==> config.mk <==
export PLATFORM = sky130hd
export DESIGN_NAME = cout_uart_tx_flat
export DESIGN_NICKNAME = d
export VERILOG_FILES = /design/src/rtl/cout_uart_pkg.sv /design/src/rtl/cout_uart_tx_if.sv /design/src/rtl/sync_fifo.sv /design/src/rtl/cout_uart_tx.sv /design/src/flat_wrapper.sv
export SDC_FILE = /design/constraint.sdc
export NUM_CORES = 1
export LEC_CHECK = 0
export CAP_MARGIN = 10
export CORE_MARGIN = 5
export CORE_UTILIZATION = 40
export DETAILED_ROUTE_END_ITERATION = 7
export HOLD_SLACK_MARGIN = 0.08
export PLACE_DENSITY = 0.6
export SLEW_MARGIN = 20
export SYNTH_ARGS = -nofsm -noshare
export SYNTH_HDL_FRONTEND = slang
export SYNTH_SLANG_ARGS = --single-unit
==> constraint.sdc <==
create_clock -name clk -period 4.6 [get_ports clk]
set_input_delay 0.92 -clock clk [delete_from_list [all_inputs] [get_ports clk]]
set_output_delay 0.92 -clock clk [all_outputs]
set_load 0.03 [all_outputs]
==> src/rtl/cout_uart_pkg.sv <==
// cout_uart_pkg: transmitter state encoding, UART frame constants and FIFO pointer sizing
package cout_uart_pkg;
  typedef enum logic [1:0] {IDLE, START, DATA, STOP} tx_state_e;
  localparam logic START_BIT = 1'b0;
  localparam logic STOP_BIT = 1'b1;
  localparam int DATA_BITS = 8;
  function automatic int ptr_w(input int depth);
    return $clog2(depth) + 1;
  endfunction
endpackage

==> src/rtl/cout_uart_tx_if.sv <==
// cout_uart_tx_if: CPU result bus in, UART line and status out
interface cout_uart_tx_if #(parameter int DEPTH = 8);
  import cout_uart_pkg::*;
  logic [15:0] cout_in;
  logic txd;
  logic busy;
  logic overflow;
  logic [ptr_w(DEPTH)-1:0] fifo_count;
  modport master(output cout_in, input txd, busy, fifo_count, overflow);
  modport slave(input cout_in, output txd, busy, fifo_count, overflow);
endinterface

==> src/rtl/sync_fifo.sv <==
// sync_fifo: single-clock FIFO with wrap-bit pointers; pushes while full are ignored
module sync_fifo import cout_uart_pkg::*; #(
  parameter int WIDTH = 16,
  parameter int DEPTH = 8
) (
  input  logic                     clk,
  input  logic                     reset,
  input  logic                     push,
  input  logic                     pop,
  input  logic [WIDTH-1:0]         din,
  output logic [WIDTH-1:0]         dout,
  output logic [ptr_w(DEPTH)-1:0]  count,
  output logic                     full,
  output logic                     empty
);
  localparam int PW = ptr_w(DEPTH);
  logic [WIDTH-1:0] mem [DEPTH];
  logic [PW-1:0] wptr, rptr;
  logic wr, rd;
  assign count = wptr - rptr;
  assign full = count == PW'(DEPTH);
  assign empty = count == '0;
  assign wr = push && !full;
  assign rd = pop && !empty;
  assign dout = mem[rptr[PW-2:0]];
  always_ff @(posedge clk or negedge reset)
    if (!reset) begin
      wptr <= '0;
      rptr <= '0;
    end else begin
      if (wr) wptr <= wptr + PW'(1);
      if (rd) rptr <= rptr + PW'(1);
    end
  always_ff @(posedge clk)
    if (wr) mem[wptr[PW-2:0]] <= din;
endmodule

==> src/rtl/cout_uart_tx.sv <==
// cout_uart_tx: captures every change of Cout into a FIFO and sends each word as two 8N1 bytes, high byte first
module cout_uart_tx import cout_uart_pkg::*; #(
  parameter int DEPTH = 8,
  parameter int CLKS_PER_BIT = 16
) (
  input logic           clk,
  input logic           reset,
  cout_uart_tx_if.slave bus
);
  localparam int TW = $clog2(CLKS_PER_BIT);
  tx_state_e state;
  logic [15:0] last_cout, dout;
  logic [7:0] shreg, lo_byte;
  logic [TW-1:0] timer;
  logic [2:0] bitcnt;
  logic byte_idx, push_req, pop, full, empty, bit_end;
  assign push_req = bus.cout_in != last_cout;
  assign pop = state == IDLE && !empty;
  assign bit_end = timer == TW'(CLKS_PER_BIT - 1);
  sync_fifo #(.WIDTH(16), .DEPTH(DEPTH)) u_fifo (
    .clk, .reset, .push(push_req), .pop, .din(bus.cout_in), .dout,
    .count(bus.fifo_count), .full, .empty
  );
  always_ff @(posedge clk or negedge reset)
    if (!reset) begin
      last_cout <= '0;
      bus.overflow <= 1'b0;
    end else begin
      last_cout <= bus.cout_in;
      bus.overflow <= bus.overflow || (push_req && full);
    end
  // txd is only ever assigned here, so the line is a clean flop output
  always_ff @(posedge clk or negedge reset)
    if (!reset) begin
      state <= IDLE;
      bus.txd <= STOP_BIT;
      bus.busy <= 1'b0;
      timer <= '0;
      bitcnt <= '0;
      byte_idx <= 1'b0;
      shreg <= '0;
      lo_byte <= '0;
    end else begin
      timer <= (state == IDLE || bit_end) ? '0 : timer + TW'(1);
      case (state)
        IDLE:
          if (!empty) begin
            state <= START;
            bus.busy <= 1'b1;
            bus.txd <= START_BIT;
            shreg <= dout[15:8];
            lo_byte <= dout[7:0];
            byte_idx <= 1'b0;
          end
        START:
          if (bit_end) begin
            state <= DATA;
            bus.txd <= shreg[0];
            bitcnt <= '0;
          end
        DATA:
          if (bit_end) begin
            if (bitcnt == 3'(DATA_BITS - 1)) begin
              state <= STOP;
              bus.txd <= STOP_BIT;
            end else begin
              bitcnt <= bitcnt + 3'd1;
              shreg <= {1'b0, shreg[7:1]};
              bus.txd <= shreg[1];
            end
          end
        STOP:
          if (bit_end) begin
            if (!byte_idx) begin
              state <= START;
              bus.txd <= START_BIT;
              shreg <= lo_byte;
              byte_idx <= 1'b1;
            end else begin
              state <= IDLE;
              bus.busy <= 1'b0;
            end
          end
        default: state <= IDLE;
      endcase
    end
endmodule

==> src/flat_wrapper.sv <==
// flat-port wrapper written by rule: the top's interface ports become plain ports
module cout_uart_tx_flat import cout_uart_pkg::*;
#(
  parameter int DEPTH = 8,
  parameter int CLKS_PER_BIT = 16
)
  (clk, reset, bus_cout_in, bus_txd, bus_busy, bus_fifo_count, bus_overflow);
  cout_uart_tx_if #(.DEPTH(DEPTH)) bus_i ();
  input logic clk;
  input logic reset;
  input wire logic [$bits(bus_i.cout_in)-1:0] bus_cout_in;
  output wire logic [$bits(bus_i.txd)-1:0] bus_txd;
  output wire logic [$bits(bus_i.busy)-1:0] bus_busy;
  output wire logic [$bits(bus_i.fifo_count)-1:0] bus_fifo_count;
  output wire logic [$bits(bus_i.overflow)-1:0] bus_overflow;
  assign bus_i.cout_in = bus_cout_in;
  assign bus_txd = bus_i.txd;
  assign bus_busy = bus_i.busy;
  assign bus_fifo_count = bus_i.fifo_count;
  assign bus_overflow = bus_i.overflow;
  cout_uart_tx #(.DEPTH(DEPTH), .CLKS_PER_BIT(CLKS_PER_BIT)) u_core (.clk(clk), .reset(reset), .bus(bus_i));
endmodule
==> flow_summary_export.csv <==
group,metric,value,unit
placement,place_congestion,0.728,
finish,finish.utilization,46.6,%
clock_tree,cts_hold_buf,0,
setup_path,crit_required,3.68,ns
synthesis,synth_fp_nets,475,
sta,maxSlewViolCount,0,
global_route,grt_pass1_vias,4049,
global_route,grt_overflow,0,
clock_tree,clock-sinks,181,
sta,maxSlewHeadroom,43.6,%
flow_run,maxCapViolCount,0,
sta,grt_setup_unrepaired,"no",
setup_path,startpoint,"u_core.u_fifo.rptr[1]",
global_route,antenna_found_initial,0,
detailed_routing,routed_wl,15000,um
detailed_routing,wl_per_cell,20.6,um
die,die_x,146,um
finish,diodes,0,
synthesis,synth-main-ff-cell,"edfxtp_1",
die,rows,50,
sta,fin_worst_skew,0.0109,ns
sta,setup_violations,0,
die,io_pins,25,
synthesis,ys_types,52,
placement,placed_area,8030,sq um
synthesis,synth_edf_count,128,
clock_tree,clock_path_buffers,2,
worst_hold_path,hp-class,"reg -> reg",
setup_path,timing.rr.start,"u_core.u_fifo.wptr[0]",
setup_path,cp_max_fo,8,
global_route,grt_max_degree,54,
detailed_routing,vias,3883,
synthesis,synth_seq_cells,181,
sta,finalCriticalPeriod,3.71,ns
die,dieArea,21400,sq um
setup_path,critPathKind,"reg -> out",
worst_hold_path,min_from,"u_core.lo_byte[4]",
global_route,grt_use_met2,24.4,%
synthesis,syn-mean-instance-area,16.8,sq um
pwr,p_per_area,746,nW/um^2
synthesis,yosys_warnings,0,
finish,mostFrequentLayoutCells,"edfxtp_1, dfrtp_1, nand2_1",
global_route,gr-usage-met3,3.51,%
die,core_area,18500,sq um
pwr,vdd_drop_max,0.295,mV
sta,tightest_slew,0.845,ns
global_route,grt-busiest-layer,"met2",
finish,nets,512,
clock_tree,clock_latency,0.43,ns
pwr,power,6440,uW
clock_tree,htreeDepth,4,
detailed_routing,drt_iter0_markers,217,
run_status,status,"finished clean",
synthesis,async_reset_ff_share,29.3,%
finish,fin_area,8620,sq um
finish,layout_commonest_cell,"edfxtp_1",
die,start_util,40.2,%
sta,max_freq,270,MHz
detailed_routing,vias_per_cell,5.34,
sta,hold_violations,0,
die,die_h,146,um
detailed_routing,drt-pass1-iter-count,4,
clock_tree,cts_resized,0,
synthesis,syn_inst,443,
global_route,grt_pass1_wl,23800,um
setup_path,cp-end-kind,"primary output",
setup_path,crit_path_start_kind,"flip-flop",
global_route,grt_usage,14.7,%
synthesis,syn-cell-area,7450,sq um
clock_tree,cts_tree,"done",
placement,port_buffers,24,
global_route,met1_usage,19.5,%
clock_tree,clk_pin_slew_worst_paths,0.06,ns
sta,tns,0,ns
clock_tree,cts_made_buffers,17,
finish,drive_above_1_share,21.3,%
detailed_routing,drc_errors,0,
clock_tree,cts_root_buffer,"clkbuf_16",
placement,dpl.hpwl,9230,um
pwr,p_leak,0.00313,uW
sta,fin_crit_sh,80.6,%
setup_path,worstPathArrival,2.79,ns
finish,syn2layout_area_growth,15.8,%
detailed_routing,drtAntennaViolNets,0,
clock_tree,cts_setup_buffers,0,
synthesis,seq_area_frac_synth,69.4,%
## metrics by stage
step,worst slack [ns],hold slack (ns),instances
detailed placement,0.852,0.480,695
CTS,0.861,0.494,727
finish,0.892,0.488,727
global placement,0.859,0.477,695
floorplan,0.286,0.450,443
global route,0.797,0.515,727
## flip-flops by register name (all words and copies together), names as in the netlist, 3 cells and up
name	flops
u_core.last_cout	16
u_core.u_fifo.mem	128
u_core.u_fifo.rptr	4
u_core.lo_byte	8
u_core.bitcnt	3
u_core.u_fifo.wptr	4
u_core.timer	4
u_core.shreg	8
## Yosys cell counts (2+ instances only)
library cell  number  area [sq um]
edfxtp_1         128          3840
dfrtp_1           52          1300
nand2_1           27           101
mux4_2            25           563
o21ai_0           20           100
xor2_1            17           149
ha_1              13           163
inv_1             13          48.8
mux2i_1           12           120
clkbuf_1           9          33.8
nor2_1             9          33.8
mux2_4             8           120
nor2b_1            8          50.1
nor3_1             8          40.0
nor4_1             8          50.1
a22oi_1            7          52.6
buf_2              7          35.0
mux2_2             6          67.6
xnor2_1            6          52.6
o41ai_1            5          43.8
a2111oi_0          4          35.0
a211oi_1           4          30.0
a21oi_1            4          20.0
a22o_1             3          26.3
a31oi_1            3          18.8
nand3_1            3          15.0
o221ai_1           3          26.3
o31ai_1            3          22.5
a31o_2             2          17.5
and3_1             2          12.5
buf_4              2          15.0
nand4_1            2          12.5
## cell type report
| class | count | area, sq um |
|---|---|---|
| clock buffers | 22 | 485 |
| clock inverters | 10 | 110 |
| fillers | 1581 | 9890 |
| inverters | 14 | 52.6 |
| multi-input cells | 228 | 2170 |
| flip-flops and latches | 181 | 5170 |
| well taps | 234 | 293 |
| repair buffers | 38 | 340 |
## routing by layer
metal	wire [um]	vias up
met5	0	-
met4	194	0
met3	414	14
met2	7530	58
met1	6850	2015
li1	-	1796
## report_power, final
group	total (uW)	internal, uW	switching (uW)
clock network	1440	821	617
logic	2470	1050	1420
registers	2530	2310	220
total	6440	4180	2260
## logic make-up (layout without fill, tap and decap cells)
group	after synthesis	after routing	share of synthesized area, %
DFF	181	181	69.4
and+or+nand+nor	76	76	5.38
AOI/OAI and AO/OA	62	62	5.86
muxes	51	51	11.7
buffers and inverters	34	84	2.03
xor gates and xnor gates	25	25	3.14
adders and majority gates	14	14	2.45
## final timing paths
path	slack (ns)	end	depth (start not counted)
worst max-delay path	0.89	bus_fifo_count[3]	6
worst min-delay path	0.49	u_core.lo_byte[4]	2
worst max register to register	1.36	u_core.shreg[3]	9
worst min register to register	0.49	u_core.lo_byte[4]	2
max in group asynchronous	3.46	u_core.u_fifo.rptr[0]	2
min in group asynchronous	0.62	u_core.timer[2]	2
## worst max-delay path, cell delays in order (launching register included)
cell             delay (ns)
dfrtp_1                0.36
clkinv_1               0.31
ha_1                   0.42
nand3b_1               0.14
and3_4                 0.21
or2_2                  0.31
clkdlybuf4s50_1        0.61
(Power assumes the default switching activity.)
